**src/rtl/idelay_tap_cal.sv**
```systemverilog
// idelay_tap_cal: sweeps all 32 IDELAYE2 taps in VAR_LOAD mode and counts
// pattern errors per tap. It then loads the centre of the longest passing
// eye, or tap 0 with a failure flag when no eye is wide enough.
// Ports:
//   i_clk160, i_reset      sole clock; synchronous active-high reset
//   i_start                one-cycle calibration request (IDLE/DONE/FAIL only)
//   i_dly_rdy              IDELAYCTRL RDY; a low level aborts a running sweep
//   i_err                  per-cycle pattern-error flag from the checker
//   o_ld, o_cntvaluein     IDELAYE2 load strobe and tap value
//   o_ce, o_inc            IDELAYE2 increment controls, tied low
//   o_busy, o_done, o_fail calibration status
//   o_pass_map             bit n set when tap n passed
//   o_tap_sel              tap finally applied
module idelay_tap_cal #(
  parameter int unsigned SETTLE_CYC = 8,
  parameter int unsigned WIN_LOG2   = 10,
  parameter int unsigned ERR_THR    = 0,
  parameter int unsigned MIN_EYE    = 3
) (
  input  logic        i_clk160,
  input  logic        i_reset,
  input  logic        i_start,
  input  logic        i_dly_rdy,
  input  logic        i_err,
  output logic        o_ld,
  output logic        o_ce,
  output logic        o_inc,
  output logic [4:0]  o_cntvaluein,
  output logic        o_busy,
  output logic        o_done,
  output logic        o_fail,
  output logic [31:0] o_pass_map,
  output logic [4:0]  o_tap_sel
);

  localparam int unsigned CYC_W   = 16;
  localparam int unsigned WIN_LEN = 1 << WIN_LOG2;
  localparam logic [CYC_W-1:0] SETTLE_LAST = CYC_W'(SETTLE_CYC - 1);
  localparam logic [CYC_W-1:0] WIN_LAST    = CYC_W'(WIN_LEN - 1);
  localparam logic [7:0]       ERR_LIM     = 8'(ERR_THR);
  localparam logic [5:0]       EYE_MIN     = 6'(MIN_EYE);

  typedef enum logic [3:0] {
    IDLE, WAIT_RDY, LOAD, SETTLE, COUNT, NEXT, SEARCH, APPLY, DONE, FAIL
  } state_t;

  state_t      r_state, w_state;
  logic [4:0]  r_tap, w_tap;
  logic [CYC_W-1:0] r_cyc, w_cyc;
  logic [7:0]  r_err_cnt, w_err_cnt;
  logic [5:0]  r_run_len, w_run_len;
  logic [4:0]  r_run_start, w_run_start;
  logic [5:0]  r_best_len, w_best_len;
  logic [4:0]  r_best_start, w_best_start;
  logic        r_eye_bad, w_eye_bad;
  logic        w_ld;
  logic [4:0]  w_cntvaluein, w_tap_sel, w_chosen;
  logic [31:0] w_pass_map;
  logic [5:0]  w_ext_len;
  logic [4:0]  w_ext_start;

  // Increment controls are unused in VAR_LOAD mode.
  assign o_ce  = 1'b0;
  assign o_inc = 1'b0;

  // Next-state and next-register values.
  always_comb begin
    w_state      = r_state;
    w_tap        = r_tap;
    w_cyc        = r_cyc;
    w_err_cnt    = r_err_cnt;
    w_run_len    = r_run_len;
    w_run_start  = r_run_start;
    w_best_len   = r_best_len;
    w_best_start = r_best_start;
    w_eye_bad    = r_eye_bad;
    w_ld         = 1'b0;
    w_cntvaluein = o_cntvaluein;
    w_tap_sel    = o_tap_sel;
    w_pass_map   = o_pass_map;
    w_chosen     = 5'd0;
    w_ext_len    = r_run_len + 6'd1;
    w_ext_start  = (r_run_len == 6'd0) ? r_tap : r_run_start;

    case (r_state)
      IDLE, DONE, FAIL: begin
        if (i_start) begin
          w_state      = WAIT_RDY;
          w_pass_map   = 32'd0;
          w_tap        = 5'd0;
          w_cyc        = '0;
          w_err_cnt    = 8'd0;
          w_run_len    = 6'd0;
          w_run_start  = 5'd0;
          w_best_len   = 6'd0;
          w_best_start = 5'd0;
          w_eye_bad    = 1'b0;
        end
      end
      WAIT_RDY: begin
        if (i_dly_rdy) begin
          w_state      = LOAD;
          w_ld         = 1'b1;
          w_cntvaluein = r_tap;
        end
      end
      LOAD: begin
        w_state = SETTLE;
        w_cyc   = '0;
      end
      SETTLE: begin
        if (r_cyc == SETTLE_LAST) begin
          w_state = COUNT;
          w_cyc   = '0;
        end else begin
          w_cyc = r_cyc + 1'b1;
        end
      end
      COUNT: begin
        if (i_err && (r_err_cnt != 8'hFF)) w_err_cnt = r_err_cnt + 8'd1;
        if (r_cyc == WIN_LAST) begin
          w_state = NEXT;
          w_cyc   = '0;
        end else begin
          w_cyc = r_cyc + 1'b1;
        end
      end
      NEXT: begin
        w_pass_map[r_tap] = (r_err_cnt <= ERR_LIM);
        w_err_cnt         = 8'd0;
        if (r_tap == 5'd31) begin
          w_state = SEARCH;
          w_tap   = 5'd0;
        end else begin
          w_state      = LOAD;
          w_tap        = r_tap + 5'd1;
          w_ld         = 1'b1;
          w_cntvaluein = r_tap + 5'd1;
        end
      end
      SEARCH: begin
        // Strictly-greater update keeps the lowest start tap on ties.
        if (o_pass_map[r_tap]) begin
          w_run_len   = w_ext_len;
          w_run_start = w_ext_start;
          if (w_ext_len > r_best_len) begin
            w_best_len   = w_ext_len;
            w_best_start = w_ext_start;
          end
        end else begin
          w_run_len = 6'd0;
        end
        if (r_tap == 5'd31) begin
          if (w_best_len >= EYE_MIN) begin
            w_chosen  = w_best_start + 5'((w_best_len - 6'd1) >> 1);
            w_eye_bad = 1'b0;
          end else begin
            w_chosen  = 5'd0;
            w_eye_bad = 1'b1;
          end
          w_state      = APPLY;
          w_ld         = 1'b1;
          w_cntvaluein = w_chosen;
          w_tap_sel    = w_chosen;
        end else begin
          w_tap = r_tap + 5'd1;
        end
      end
      APPLY: begin
        w_state = r_eye_bad ? FAIL : DONE;
      end
      default: begin
        w_state = IDLE;
      end
    endcase

    // Losing IDELAYCTRL ready invalidates every measurement taken so far.
    if (!i_dly_rdy && ((r_state == LOAD) || (r_state == SETTLE) ||
                       (r_state == COUNT) || (r_state == NEXT))) begin
      w_state      = WAIT_RDY;
      w_tap        = 5'd0;
      w_pass_map   = 32'd0;
      w_cyc        = '0;
      w_err_cnt    = 8'd0;
      w_ld         = 1'b0;
      w_cntvaluein = o_cntvaluein;
    end
  end

  // State and output registers.
  always_ff @(posedge i_clk160) begin
    if (i_reset) begin
      r_state      <= IDLE;
      r_tap        <= 5'd0;
      r_cyc        <= '0;
      r_err_cnt    <= 8'd0;
      r_run_len    <= 6'd0;
      r_run_start  <= 5'd0;
      r_best_len   <= 6'd0;
      r_best_start <= 5'd0;
      r_eye_bad    <= 1'b0;
      o_ld         <= 1'b0;
      o_cntvaluein <= 5'd0;
      o_busy       <= 1'b0;
      o_done       <= 1'b0;
      o_fail       <= 1'b0;
      o_pass_map   <= 32'd0;
      o_tap_sel    <= 5'd0;
    end else begin
      r_state      <= w_state;
      r_tap        <= w_tap;
      r_cyc        <= w_cyc;
      r_err_cnt    <= w_err_cnt;
      r_run_len    <= w_run_len;
      r_run_start  <= w_run_start;
      r_best_len   <= w_best_len;
      r_best_start <= w_best_start;
      r_eye_bad    <= w_eye_bad;
      o_ld         <= w_ld;
      o_cntvaluein <= w_cntvaluein;
      o_busy       <= (w_state != IDLE) && (w_state != DONE) && (w_state != FAIL);
      o_done       <= (w_state == DONE);
      o_fail       <= (w_state == FAIL);
      o_pass_map   <= w_pass_map;
      o_tap_sel    <= w_tap_sel;
    end
  end

endmodule

```
**config.mk**
```make
export PLATFORM = sky130hd
export DESIGN_NAME = idelay_tap_cal
export DESIGN_NICKNAME = d
export VERILOG_FILES = /design/src/rtl/idelay_tap_cal.sv
export SDC_FILE = /design/constraint.sdc
export NUM_CORES = 1
export LEC_CHECK = 0
export ABC_CLOCK_PERIOD_IN_PS = 7400
export CAP_MARGIN = 20
export CORE_ASPECT_RATIO = 1.25
export CORE_MARGIN = 2
export CORE_UTILIZATION = 58
export DETAILED_ROUTE_END_ITERATION = 6
export HOLD_SLACK_MARGIN = 0.1
export PLACE_DENSITY_LB_ADDON = 0.05
export SLEW_MARGIN = 40
export SYNTH_ARGS = -nofsm -noshare
export SYNTH_HDL_FRONTEND = slang
export SYNTH_SLANG_ARGS = --single-unit
```
**constraint.sdc**
```tcl
create_clock -name i_clk160 -period 7.4 [get_ports i_clk160]
set_input_delay 0.74 -clock i_clk160 [delete_from_list [all_inputs] [get_ports i_clk160]]
set_output_delay 0.74 -clock i_clk160 [all_outputs]
set_load 0.1 [all_outputs]
```
==> results by group <==
Synthesis
  – Biggest area consumer among synthesized cells: sky130_fd_sc_hd__dfxtp_1
  – Cell variety after synth: 68
  – Avg Synthesized Cell Area: 7.97 um^2
  – EDFF count, synth: 0
  – Most frequent cell after synthesis: sky130_fd_sc_hd__dfxtp_1
  – Count of warnings emitted by yosys: 0
  – Share of synthesized registers carrying an async set or reset: 0%
  – Synthesized flop and latch total: 102
  – Cells taking the most area after synthesis: sky130_fd_sc_hd__dfxtp_1 (35%), sky130_fd_sc_hd__a21oi_1 (6.3%), sky130_fd_sc_hd__o211ai_1 (4.7%)
  – Post-synthesis instance area: 0.00592 mm^2
  – Part of the Yosys area used for sequential elements: 34.5%
  – Post-synth top cells: sky130_fd_sc_hd__dfxtp_1 (102), sky130_fd_sc_hd__a21oi_1 (74), sky130_fd_sc_hd__nor2_1 (70)
  – Count of mapped cells out of synthesis: 742
  – Top-area cell type share of the netlist area: 34.5%
  – Most instantiated flip-flop cell in the synthesis netlist: sky130_fd_sc_hd__dfxtp_1

Routing
  – DRC errors left: 0
  – Antenna viol nets, final: 0
  – Mean number of vias per cell: 6.27
  – Routed Wire Length: 15100 um
  – Number of iterations in the first detailed-routing pass: 5
  – First-iteration detailed-routing DRC count: 518
  – Per-cell routed wire length: 17.0 um
  – Vias after detailed routing: 5570

Power and ir drop
  – Clock share of power: 44.3%
  – Net switching power: 0.293 mW
  – Sequential group share of total power: 47.7%
  – Leakage power total: 2.35 nW
  – Total power after layout: 1.18 mW
  – Pwr Density: 181 mW/mm^2
  – Internal Pwr Total: 0.882 mW
  – Combinational fraction of design power: 8.0%
  – Net Sw Frac: 24.9%
  – Max rail drop VDD: 165 uV

Global route
  – GR Overflow Total: 0
  – Vias in the first global route: 5185
  – Largest net degree at the start of global routing: 42
  – Global routing usage summed across all routing layers: 27.8%
  – Antenna violations before repair: 0
  – First-pass GRT wire length: 24700 um

Critical path
  – R2r worst-path depth: 21
  – Data required, critical path: 7650 ps
  – Critical Path Fanout Max: 17
  – Type of destination of the critical path: flop
  – Critical Path AT: 6150 ps
  – CP Class: reg2reg
  – Startpoint class of the critical path: flop

CTS
  – Clock buffer count from CTS: 9
  – Clock-pin slew on the worst setup and hold paths: 70 ps
  – Sinks on the clock net: 102
  – Post-CTS setup repair buffer count: 0
  – Post-cts sizing count: 0
  – CTS HTree Levels: 3
  – Worst-Skew Late Latency: 340 ps
  – Root Driver: sky130_fd_sc_hd__clkbuf_16
  – Post-CTS Hold Buffers: 0
  – TritonCTS clock tree: done
  – Clk buf depth: 2

Die
  – Num ports: 53
  – Floorplan die height: 117 um
  – Total Die Area: 0.0110 mm^2
  – Die extent in x: 94.3 um
  – Total number of placement rows: 41
  – Starting density of the core: 59.1%
  – CORE AREA: 0.0100 mm^2

Run
  – Max cap viols: 0

Cells and area
  – Area delta synth->final: 9.96%
  – Layout fillers: 898
  – NumNets Final: 782
  – Register area: 0.00204 mm^2
  – Antenna diode instance count: 0
  – Combined area of the multi-input logic cells: 0.00358 mm^2
  – Fraction of final layout cells sized beyond drive strength 1: 12.0%

Timing
  – Unrepaired setup endpoints after global routing: no
  – Final Hold Fails: 0
  – Number of max-slew violations in the final report: 0
  – Time the final worst path needs with I/O delays and setup: 5900 ps
  – Maximum clock skew at final layout: 9.08 ps
  – Slew Limit Headroom: 47.0%
  – Fin crit share: 79.7%
  – Measured slew at the worst slew-check pin: 791 ps
  – Number of endpoints failing setup at the final stage: 0
  – Maximum clock frequency: 0.170 GHz
  – Setup tns final: 0 ps

Place
  – Count of buffers from port buffering: 50
  – Detailed placer's ending HPWL: 10600 um
  – Placer's final routability congestion estimate: 0.900

Outcome
  – Status: completed

Hold path
  – Worst Hold Path Cells: 2
  – HP Class: reg2reg
==> critical path: stages (launching register included) <==
cell and delay (ps):
sky130_fd_sc_hd__dfxtp_1 500, sky130_fd_sc_hd__ha_1 280, sky130_fd_sc_hd__nand3_1 110, sky130_fd_sc_hd__xnor2_1 440
sky130_fd_sc_hd__ha_1 350, sky130_fd_sc_hd__a21o_1 170, sky130_fd_sc_hd__a211oi_1 420, sky130_fd_sc_hd__nor2_1 270
sky130_fd_sc_hd__nand2_1 440, sky130_fd_sc_hd__mux2_2 390, sky130_fd_sc_hd__ha_1 280, sky130_fd_sc_hd__inv_1 60
sky130_fd_sc_hd__ha_1 160, sky130_fd_sc_hd__inv_1 60, sky130_fd_sc_hd__fa_1 390, sky130_fd_sc_hd__nor2b_1 120
sky130_fd_sc_hd__o21ai_0 90, sky130_fd_sc_hd__nor2b_1 160, sky130_fd_sc_hd__o211ai_1 100, sky130_fd_sc_hd__o311ai_1 140
sky130_fd_sc_hd__or4b_4 580, sky130_fd_sc_hd__o41ai_2 310
==> placed cells by master (no fill, tap or decap), types with 21 or more instances in the layout <==
cell,n
sky130_fd_sc_hd__nand3_1,37
sky130_fd_sc_hd__nor2_1,69
sky130_fd_sc_hd__buf_2,46
sky130_fd_sc_hd__o21ai_0,28
sky130_fd_sc_hd__nand2_1,59
sky130_fd_sc_hd__nand4_1,24
sky130_fd_sc_hd__o211ai_1,37
sky130_fd_sc_hd__nor3_1,23
sky130_fd_sc_hd__mux2i_1,23
sky130_fd_sc_hd__ha_1,21
sky130_fd_sc_hd__a21oi_1,73
sky130_fd_sc_hd__dfxtp_1,102
==> metrics by stage <==
stage          worst slack, ps  util, %  area [um^2]  hold slack (ps)  std cells
2_1_floorplan             2290        -         5920              453        743
3_3_place_gp              1730     63.9         6390              443        873
3_5_place_dp              1520     61.6         6170              453        873
4_1_cts                   1530     64.9         6500              461        889
5_1_grt                   1090     65.0         6500              490        889
6_report                  1500     65.0         6500              454        889
==> cells by family (layout without fill, tap and decap cells) <==
family / after synthesis / in the layout / share of synthesized area (%)
and+or+nand+nor: 295 / 295 / 25.4
AOI/OAI and AO/OA: 188 / 188 / 19.8
DFF: 102 / 102 / 34.5
buffers and inverters: 74 / 91 / 5.25
xor gates and xnor gates: 34 / 34 / 5.52
muxes: 26 / 26 / 4.65
adders and majority gates: 22 / 22 / 4.78
other: 1 / 2 / 0.0634
==> power by group through the flow <==
stage | clock network, mW | logic (mW) | registers, mW
finish | 0.520 | 0.0940 | 0.561
global route | 0.550 | 0.101 | 0.562
CTS | 0.528 | 0.0935 | 0.561
detailed placement | 0 | 0.0932 | 0.574
global placement | 0 | 0.0947 | 0.574
floorplan | 0 | 0.0550 | 0.594
==> flip-flops by register name (all words and copies together) (netlist names), 4 cells and up <==
register / cells
r_best_start: 5
r_best_len: 6
r_run_len: 6
r_tap: 5
o_tap_sel: 5
r_err_cnt: 8
r_state: 4
r_run_start: 5
r_cyc: 16
o_pass_map: 32
o_cntvaluein: 5
==> path summary, 6_finish.rpt <==
kind	endpoint	slack (ps)	start
worst max-delay path	o_tap_sel[4]	1500	r_run_len[0]
worst min-delay path	o_tap_sel[3]	450	o_tap_sel[3]
worst max register to register	o_tap_sel[4]	1500	r_run_len[0]
worst min register to register	o_tap_sel[3]	450	o_tap_sel[3]
==> area by class of cell <==
type	instances	area share, %
Multi-Input combinational cell	567	55.1
Sequential cell	102	31.4
Timing Repair Buffer	56	4.85
Clock buffer	10	3.67
Tap cell	129	2.48
Clock inverter	6	1.40
Inverter	19	1.10
==> routing by layer <==
metal  track usage (%)  vias to the layer above  share of wire [%]  wire length [um]
li1                  -                     2713                  -                 -
met4              9.95                        0                2.1               318
met1              35.3                     2642                 42              6420
met3              4.87                       37                5.0               751
met2              47.7                      178                 50              7630
met5                 0                        -                  0                 0
No activity file was read; power rests on OpenSTA's default activity.
